File: config.mk
export PLATFORM = sky130hd
export DESIGN_NAME = pipe_latch_skid
export DESIGN_NICKNAME = d
export VERILOG_FILES = /design/src/rtl/pipe_latch_skid.sv
export SDC_FILE = /design/constraint.sdc
export NUM_CORES = 1
export LEC_CHECK = 0
export ABC_AREA = 1
export CORE_MARGIN = 2
export CORE_UTILIZATION = 45
export DETAILED_ROUTE_END_ITERATION = 8
export PLACE_DENSITY = 0.74
export REMOVE_ABC_BUFFERS = 1
export SLEW_MARGIN = 0
export SYNTH_ARGS = -nofsm -noshare
export SYNTH_HDL_FRONTEND = slang
export SYNTH_SLANG_ARGS = --single-unit
File: constraint.sdc
create_clock -name clock -period 1.87 [get_ports clock]
set_clock_uncertainty 0.2 [all_clocks]
set_input_delay 0.374 -clock clock [delete_from_list [all_inputs] [get_ports clock]]
set_output_delay 0.374 -clock clock [all_outputs]
set_load 0.02 [all_outputs]
File: src/rtl/pipe_latch_skid.sv
// Two-entry pipeline latch with skid register: in_ready comes only from the state register,
// so no combinational path runs from out_ready to in_ready. flush and reset empty the stage.
module pipe_latch_skid #(
  parameter int unsigned           WIDTH  = 32,
  parameter int unsigned           FIELDS = 4,
  parameter logic [WIDTH-1:0]      BUBBLE = '0
) (
  input  logic                      clock,
  input  logic                      reset,
  input  logic                      flush,
  input  logic                      in_valid,
  output logic                      in_ready,
  input  logic [FIELDS*WIDTH-1:0]   in_data,
  input  logic                      in_exc,
  output logic                      out_valid,
  input  logic                      out_ready,
  output logic [FIELDS*WIDTH-1:0]   out_data,
  output logic                      out_exc,
  output logic [1:0]                occupancy
);

  localparam int unsigned DW = FIELDS * WIDTH;

  // State values equal the occupancy count, so occupancy is the state register itself.
  typedef enum logic [1:0] {
    EMPTY = 2'd0,
    ONE   = 2'd1,
    TWO   = 2'd2
  } state_t;

  state_t          state;
  state_t          state_next;
  logic [DW-1:0]   main_data;
  logic [DW-1:0]   skid_data;
  logic [DW-1:0]   bubble_data;
  logic            main_exc;
  logic            skid_exc;
  logic            load_main_in;
  logic            load_main_skid;
  logic            load_skid_in;

  assign bubble_data = {FIELDS{BUBBLE}};

  always_ff @(posedge clock) begin
    if (reset) begin
      state <= EMPTY;
    end else begin
      state <= state_next;
    end
  end

  always_comb begin
    state_next     = state;
    load_main_in   = 1'b0;
    load_main_skid = 1'b0;
    load_skid_in   = 1'b0;
    case (state)
      EMPTY: begin
        if (in_valid) begin
          load_main_in = 1'b1;
          state_next   = ONE;
        end
      end
      ONE: begin
        if (in_valid && out_ready) begin
          load_main_in = 1'b1;
        end else if (in_valid) begin
          load_skid_in = 1'b1;
          state_next   = TWO;
        end else if (out_ready) begin
          state_next   = EMPTY;
        end
      end
      TWO: begin
        if (out_ready) begin
          load_main_skid = 1'b1;
          state_next     = ONE;
        end
      end
      default: state_next = EMPTY;
    endcase
    // The downstream transfer at a flush edge still completes; flush only kills what remains.
    if (flush) begin
      state_next = EMPTY;
    end
  end

  always_ff @(posedge clock) begin
    if (reset || flush) begin
      main_data <= bubble_data;
      main_exc  <= 1'b0;
      skid_data <= bubble_data;
      skid_exc  <= 1'b0;
    end else begin
      if (load_main_in) begin
        main_data <= in_data;
        main_exc  <= in_exc;
      end else if (load_main_skid) begin
        main_data <= skid_data;
        main_exc  <= skid_exc;
      end
      if (load_skid_in) begin
        skid_data <= in_data;
        skid_exc  <= in_exc;
      end
    end
  end

  always_comb begin
    in_ready  = (state != TWO);
    out_valid = (state != EMPTY);
    out_data  = out_valid ? main_data : bubble_data;
    out_exc   = out_valid & main_exc;
    occupancy = state;
  end

endmodule

Word level (Yosys, flattened, before mapping)
Cells that the tools add are included.
{"block": "classes", "eq_ne": 7, "mux": 18, "bitwise_logic": 1, "reduce_logical": 7}
{"cell": "two-way mux 128 bit", "count": 3}
{"cell": "two-way mux 2 bit", "count": 5}
{"cell": "two-way mux 1 bit", "count": 8}
{"cell": "!= test 2 bit, second input constant", "count": 4}
{"cell": "case mux 2 bit (3 select lines)", "count": 1}
{"cell": "AND reduction 4 bit", "count": 1}
{"cell": "nonzero test 2 bit", "count": 2}
{"cell": "!= test 3 bit, second input constant", "count": 1}
{"cell": "equality test 2 x 1 -> 1 bit, second input constant", "count": 1}
{"cell": "equality test 2 bit, second input constant", "count": 1}
{"cell": "zero test 2 bit", "count": 1}
{"cell": "case mux 1 bit (2 select lines)", "count": 1}
{"cell": "OR reduction 2 bit", "count": 1}
{"cell": "AND 1 bit", "count": 1}
{"cell": "logical AND 1 bit", "count": 1}
{"cell": "logical OR 1 bit", "count": 1}
{"block": "word_totals", "reg_bits": 260, "inputBits": 134, "output_inout_bits": 133, "wordCells": 38}

Logic depth before layout (Yosys ltp)
Gate-level depths: netlist of the first run.
{"block": "depth", "depth_word": 4, "mapped_depth": 9, "depth_no_buf": 7}

Worst setup path after synthesis of the first run
OpenSTA, ideal clock, no wires.
{"block": "synth_path", "path_kind": "register to output", "start": "reg state[1] (netlist: occupancy[1])", "end": "out out_data[118]", "arrival_ps": 1362, "required_ps": 1296, "setup_slack_ps": -66, "stages_incl_launch_ff": 6, "n_path_buf": 3, "cell_sequence": "dfxtp_1 -> buf_4 -> nor2_1 -> clkbuf_1 -> buf_2 -> nor2_1"}
{"block": "synth_between", "elab_chain_cells": 2}
{"item": "start: declaration", "line_no": "31", "rtl": "state_t state;"}
{"item": "start signal: assignment", "line_no": "48", "rtl": "state <= state_next;"}
{"item": "nonzero test 2 bit", "line_no": "111", "rtl": "out_valid = (state != EMPTY);"}
{"item": "two-way mux 128 bit", "line_no": "112", "rtl": "out_data = out_valid ? main_data : bubble_data;"}
{"item": "end: declaration", "line_no": "17", "rtl": "output logic [FIELDS*WIDTH-1:0] out_data,"}
Every way passes these cells.

Final worst setup path of the first run
{"block": "layout_path", "start": "reg state[1] (netlist: occupancy[1])", "end": "out out_data[58]"}
The elaborated chain is that of the path after synthesis.

==> impl_results.md, run 1 <==
* Top post-synthesis cells by count: 262 x inv_1, 260 x dfxtp_1, 254 x a21oi_1
* Cell row count at 60
* Sw frac at 24.5%
* Post-synth top area share at 42.5%
* Final total power at 0.0134 W
* Layout cell share with drive strength beyond 1 at 18.8%
* Maxcap violations at 0
* Most common cell in the netlist: inv_1
* Rel. slew slack at 79.4%
* Final core occ at 64.5%
* Netlist cell types at 20
* Max incr delay on CP at 330 ps
* Slew Viols, Final at 0
* Wire length per cell at 16.0 microns
* Fraction of the cycle the final worst path needs at 121%
* Met1 Use GR at 32.2%
* Critical Path End Type: output pin
* Leak at 6.34 nW
* Die width at 169 microns
* Clk_lat worst skew at 530 ps
* Clk pwr share at 44.0%
* Arr. time, crit path at 1690 ps
* Sequential fraction of the synthesis area at 42.5%
* Gate power share at 13.0%
* Fmax at 441 MHz
* Vias in the first global route at 11690
* Ys flop type: dfxtp_1
* Worst min-delay path class: reg -> reg
* First-pass GRT wire length at 57200 microns
* PortBufs at 266
* WP buf/inv at 3
* Starting Density at 45.7%
* GRT overflow at 0
* CP Max Fanout at 8
* Internal power at 0.0101 W
* Clk pin slew, worst setup/hold paths at 60 ps
* Hpwl dp at 23000 microns
* # DRC at 0
* Clk root buf: clkbuf_16
* Pin count of the biggest net entering global routing at 72
* CTS tree: yes
* Power Density at 776 mW/mm^2
* Post-DP Area at 0.0157 sq mm
* Crit path time final at 2270 ps
* Master of the slowest instance on the critical path: dfxtp_2
* Fin cells at 2348
* Detailed Routing Iterations Pass 1 at 6
* Number of buffers created by CTS at 28
* Seq pwr share at 43.0%
* Initial antenna violation count at 2
* Seq cells post-synth at 260
* Max Root-Sink Buffers at 3
* Final ANT Viol Nets at 0
* Startpoint Class: register
* Switching Power at 0.00328 W
* Setup repair after global routing missed its margin: yes
* Worst Tran Pin Value at 308 ps
* Gr usage total at 24.0%
* Worst Setup Slack, final at -398 ps
* M3 GR Usage at 3.95%
* # setup viols final at 131
* Storage cell area at 0.00521 sq mm
* Clk sinks at 260
* Syn Std Cell Area at 0.0122 sq mm
* Final hold vios at 0
* Met2 Track Usage GR at 39.0%
* Status: finished, violations left
* Synthesized area per cell at 7.08 sq um
* Design Area, Final at 0.0173 sq mm
* Filler cells at 2358
* Synth-to-Final Area Change at 41.2%
* Top Family by Delay on Critical Path: buffers and inverters
* Area leader, netlist: dfxtp_1
* Total Wirelength at 37700 microns
* Vias at 12571
* Placed Cells at 2276
* Peak supply drop at 441 uV
* Synth top area cells: dfxtp_1 43%, a21oi_1 10%, inv_1 8.0%
* Core box area at 0.0268 sq mm
* Die height at 169 microns
* Post-Synthesis Cells at 1729
* Area of the multi-input gates at 0.00566 sq mm
* Initial DRC count at 1054
* Nets@finish at 2118
* Via-per-instance ratio at 5.35
* Io pins at 267
* Synth async-reset ratio at 0%
* Critical path class: reg -> out
* Post-CTS Hold Buffers at 0
* EDFF count, synth at 0
* Hold Slack at 246 ps
* Final Wtd Congestion at 0.837
* Required time worst endpoint at 1300 ps
* Cell Chain, Critical Path: nor2_4 -> buf_12 -> clkbuf_16 -> nor2_1 -> buf_2
* Failing checks: setup timing
* Syn. warnings at 0
* Number of H-tree branching levels at 1
* Total die area at 0.0285 sq mm
* Busiest grt layer: met2
[worst register-to-register path, cell delays in order, from the launching register on]
cell	delay (ps)
dfxtp_2	330
buf_4	180
nor2_4	250
nand3_4	210
buf_4	260
o21ai_0	220
a21oi_1	80
[placed cells by master, fill, tap and decap left out, types with 36 or more instances in the layout]
cell type | synthesis | routed
inv_1 | 262 | 261
dfxtp_1 | 260 | 258
a21oi_1 | 254 | 254
nand3_1 | 136 | 136
o21ai_0 | 137 | 134
clkdlybuf4s50_1 | 0 | 133
nand2_1 | 132 | 131
nand3b_1 | 126 | 126
o21ai_1 | 119 | 122
buf_6 | 10 | 77
buf_4 | 3 | 77
nor2_1 | 137 | 65
nor2_4 | 1 | 38
nor2_2 | 1 | 36
clkbuf_16 | 0 | 36
[final cells by class]
| type | instances | share of cell area [%] |
|---|---|---|
| multi-input cells | 1050 | 32.8 |
| flip-flops and latches | 260 | 30.1 |
| repair buffers | 379 | 23.1 |
| inverters | 265 | 5.79 |
| clock buffers | 39 | 4.76 |
| well taps | 341 | 2.47 |
| clock inverters | 13 | 0.992 |
| diodes | 1 | 0.0145 |
[registers in the layout (all words and copies together), names as in the netlist]
register / cells
skid_data: 128
skid_exc: 1
main_exc: 1
main_data: 128
occupancy: 2
[cell families after synthesis]
logic type	share of synthesized area (%)
DFF	42.5
and+or+nand+nor	22.1
AOI/OAI and AO/OA	20.9
buffers and inverters	14.5
[path summary, 6_finish.rpt]
kind / start / endpoint / slack [ps] / cells after the start
max reg2reg: occupancy[1] / skid_data[30] / 20 / 6
min reg2reg: skid_data[32] / skid_data[32] / 250 / 2
max: occupancy[1] / out_data[58] / -400 / 5
min: skid_data[32] / skid_data[32] / 250 / 2
[power groups by stage]
stage	clock [W]	combinational, W	sequential (W)
after global routing	0.00622	0.00190	0.00577
final	0.00590	0.00175	0.00576
after global placement	0	0.00153	0.00588
after floorplan	0	0.000820	0.00586
after CTS	0.00596	0.00158	0.00576
after detailed placement	0	0.00155	0.00588
[repair_timing]
action / 4_1_cts / 5_1_grt
setup endpoints to repair: 133 / 154
gates cloned: 2 / 11
pin swaps: 1 / 2
buffers inserted: 5 / 3
resized for setup: 356 / 447
[metrics by stage]
step                worst slack, ps  TNS [ps]
global route                   -443    -55950
CTS                            -466    -49500
global placement               -279    -73330
detailed placement             -326    -81890
finish                         -398    -47280
floorplan                     -4840  -1672600
[routing by layer]
metal | part of all wire, % | routed length (microns)
met3 | 7.4 | 2780
met5 | 0.029 | 11
met1 | 43 | 16100
met2 | 47 | 17700
met4 | 2.8 | 1050
No activity file was read; power rests on OpenSTA's default activity.
==> inputs of run 2 (changes only) <==
--- a/config.mk
+++ b/config.mk
@@ -6,10 +6,12 @@
 export NUM_CORES = 1
 export LEC_CHECK = 0
 export ABC_AREA = 1
+export CELL_PAD_IN_SITES_DETAIL_PLACEMENT = 0
+export CELL_PAD_IN_SITES_GLOBAL_PLACEMENT = 1
 export CORE_MARGIN = 2
-export CORE_UTILIZATION = 45
+export CORE_UTILIZATION = 36
 export DETAILED_ROUTE_END_ITERATION = 8
-export PLACE_DENSITY = 0.74
+export PLACE_DENSITY = 0.82
 export REMOVE_ABC_BUFFERS = 1
 export SLEW_MARGIN = 0
 export SYNTH_ARGS = -nofsm -noshare
==> run 2 against run 1 <==
Against the previous run: the run still ends with setup timing left; first-iteration DRC count is 31% lower; via count is 2.3% lower; critical path type unchanged; sequential share of layout area is 1.6 points lower; flip-flop and latch count stayed put; worst hold slack hardly changed; wire length is 0.95% higher; final area is 5.4% higher; combinational power is 8% higher; largest cell class unchanged.
==> impl_results.md, run 2 (synthesized netlist as in run 1, its figures left out) <==
* Status: finished, violations left
* Failing checks: setup timing
* Arr. time, crit path at 1710 ps (+20 ps)
* Peak supply drop at 689 uV (+56%)
* Reg2Reg Depth at 7 (+1)
* Clk_lat worst skew at 540 ps (about the same)
* Crit path time final at 2280 ps (+16.3 ps)
* Maxcap violations at 0 (unchanged)
* Placed Cells at 2400 (+5.4%)
* Gr usage total at 20.1% (-3.9 points)
* Busiest grt layer: met2
* PortBufs at 266 (unchanged)
* Worst slack, placed at -362 ps (-35.8 ps)
* Design Area, Final at 0.0182 sq mm (+5.4%)
* Clk root buf: clkbuf_16
* Starting Density at 36.5% (-9.2 points)
* Worst Tran Pin Value at 293 ps (-15.4 ps)
* Final hold vios at 0 (unchanged)
* CTS tree: yes
* Clk pin slew, worst setup/hold paths at 60 ps (about the same)
* Fin cells at 2488 (+6.0%)
* Critical path class: reg -> out
* Nets@finish at 2151 (+1.6%)
* Power Density at 748 mW/mm^2 (-3.6%)
* Worst Setup Slack, final at -414 ps (-16.3 ps)
* Max Root-Sink Buffers at 3 (unchanged)
* Die width at 188 microns (+12%)
* # setup viols final at 131 (unchanged)
* Startpoint Class: register
* Via-per-instance ratio at 4.94 (-7.8%)
* # DRC at 0 (unchanged)
* Setup repair after global routing missed its margin: yes
* Fmax at 438 MHz (-0.71%)
* Layout cell share with drive strength beyond 1 at 20.6% (+1.8 points)
* Core box area at 0.0335 sq mm (+25%)
* Slew Viols, Final at 0 (unchanged)
* Fraction of the cycle the final worst path needs at 122% (+0.87 points)
* Initial DRC count at 722 (-31%)
* M3 GR Usage at 3.05% (-0.90 points)
* Rel. slew slack at 80.4% (+0.97 points)
* Final ANT Viol Nets at 0 (unchanged)
* Met2 Track Usage GR at 33.6% (-5.5 points)
* Setup crit start: occupancy[1]
* Slack of the worst reg-to-reg path at 150 ps (+130 ps)
* Required time worst endpoint at 1300 ps (about the same)
* Worst min-delay path class: reg -> reg
* Detailed Routing Iterations Pass 1 at 5 (-1)
* Die height at 188 microns (+12%)
* Setup TNS at -44450 ps (+2830 ps)
* Final Wtd Congestion at 0.787 (-5.9%)
* Hpwl dp at 24600 microns (+7.2%)
* Wire length per cell at 15.3 microns (-4.7%)
* Crit path to: out_data[116]
* GRT overflow at 0 (unchanged)
* Number of buffers created by CTS at 29 (+3.6%)
* Total Wirelength at 38000 microns (+0.95%)
* Io pins at 267 (unchanged)
* R2r startpoint: occupancy[1]
* Total die area at 0.0355 sq mm (+24%)
* Post-DP Area at 0.0163 sq mm (+3.6%)
* Number of H-tree branching levels at 1 (unchanged)
* Most frequent cells in the layout: 261 x inv_1, 258 x dfxtp_1, 254 x a21oi_1, 137 x o21ai_0, 136 x nand3_1
* Synth-to-Final Area Change at 48.9%
* Filler cells at 3180 (+35%)
* Pin count of the biggest net entering global routing at 65 (-9.7%)
* Leak at 6.63 nW (+4.6%)
* Vias in the first global route at 11448 (-2.1%)
* Critical Path End Type: output pin
* Cell row count at 67 (+12%)
* Terminus of the critical flop-to-flop path: skid_data[44]
* Initial antenna violation count at 3 (+1)
* CP Max Fanout at 8 (unchanged)
* First-pass GRT wire length at 59200 microns (+3.5%)
* Met1 Use GR at 27.2% (-5.0 points)
* Commonest non-fill, non-tap cell in the layout: inv_1
* Clk sinks at 260 (unchanged)
* Vias at 12284 (-2.3%)
* Final total power at 0.0136 W (+1.6%)
[run 2: cell types whose count changed in the layout (fill, tap and decap cells not counted), moves of 4 or more]
cell      change
nor2_1       -11
clkbuf_2     -15
buf_4         -9
nor2_2       -22
nor2_4       +33
buf_8         +7
buf_6        +17
buf_16        -4
buf_2         +9
buf_12       +29
[run 2: per-stage QoR]
step	hold WS [ps]	util, %
CTS	237	51.5
finish	246	54.3
detailed placement	237	48.5
global route	262	54.3
global placement	231	48.5
floorplan	227	-
[run 2: critical path, stage by stage, from the launching register on]
cell,delay [ps]
dfxtp_2,330
nor2_4,160
buf_6,140
buf_8,140
clkbuf_16,190
nor2_1,50
buf_2,150
[run 2: worst min path at each step]
stage / startpoint / end / slack, ps / cells after the start
2_1_floorplan: skid_data[104] / skid_data[104] / 230 / 2
3_3_place_gp: skid_data[31] / skid_data[31] / 230 / 2
3_5_place_dp: skid_data[26] / skid_data[26] / 240 / 2
4_1_cts: in_data[67] / skid_data[67] / 240 / 3
5_1_grt: skid_data[2] / skid_data[2] / 260 / 2
6_report: skid_data[26] / skid_data[26] / 250 / 2
[run 2: what timing repair did]
item	CTS	global route
endpoints found under the setup margin	133	197
pin swaps	2	2
cloned	5	7
hold buffers	0	0
setup buffers	17	12
resized for setup	649	247
[run 2: layout make-up]
| class | instances | area [sq um] | area share [%] |
|---|---|---|---|
| multi-input combinational | 1050 | 5840 | 32.1 |
| sequential | 260 | 5210 | 28.6 |
| timing repair buffer | 411 | 4610 | 25.3 |
| inverter | 265 | 1000 | 5.49 |
| clock buffer | 40 | 827 | 4.54 |
| tap | 448 | 561 | 3.08 |
| clock inverter | 12 | 169 | 0.927 |
| antenna | 2 | 5.00 | 0.0275 |
[run 2: per-layer routing]
layer / wire length, microns / vias up
li1: - / 6205
met1: 17300 / 5725
met2: 17900 / 294
met3: 1850 / 58
met4: 883 / 2
met5: 11 / -
[run 2: where the power goes]
| group | total (W) | internal [W] | switching (W) |
|---|---|---|---|
| registers | 0.00577 | 0.00569 | 0.0000756 |
| clock network | 0.00596 | 0.00363 | 0.00234 |
| logic | 0.00189 | 0.000929 | 0.000965 |
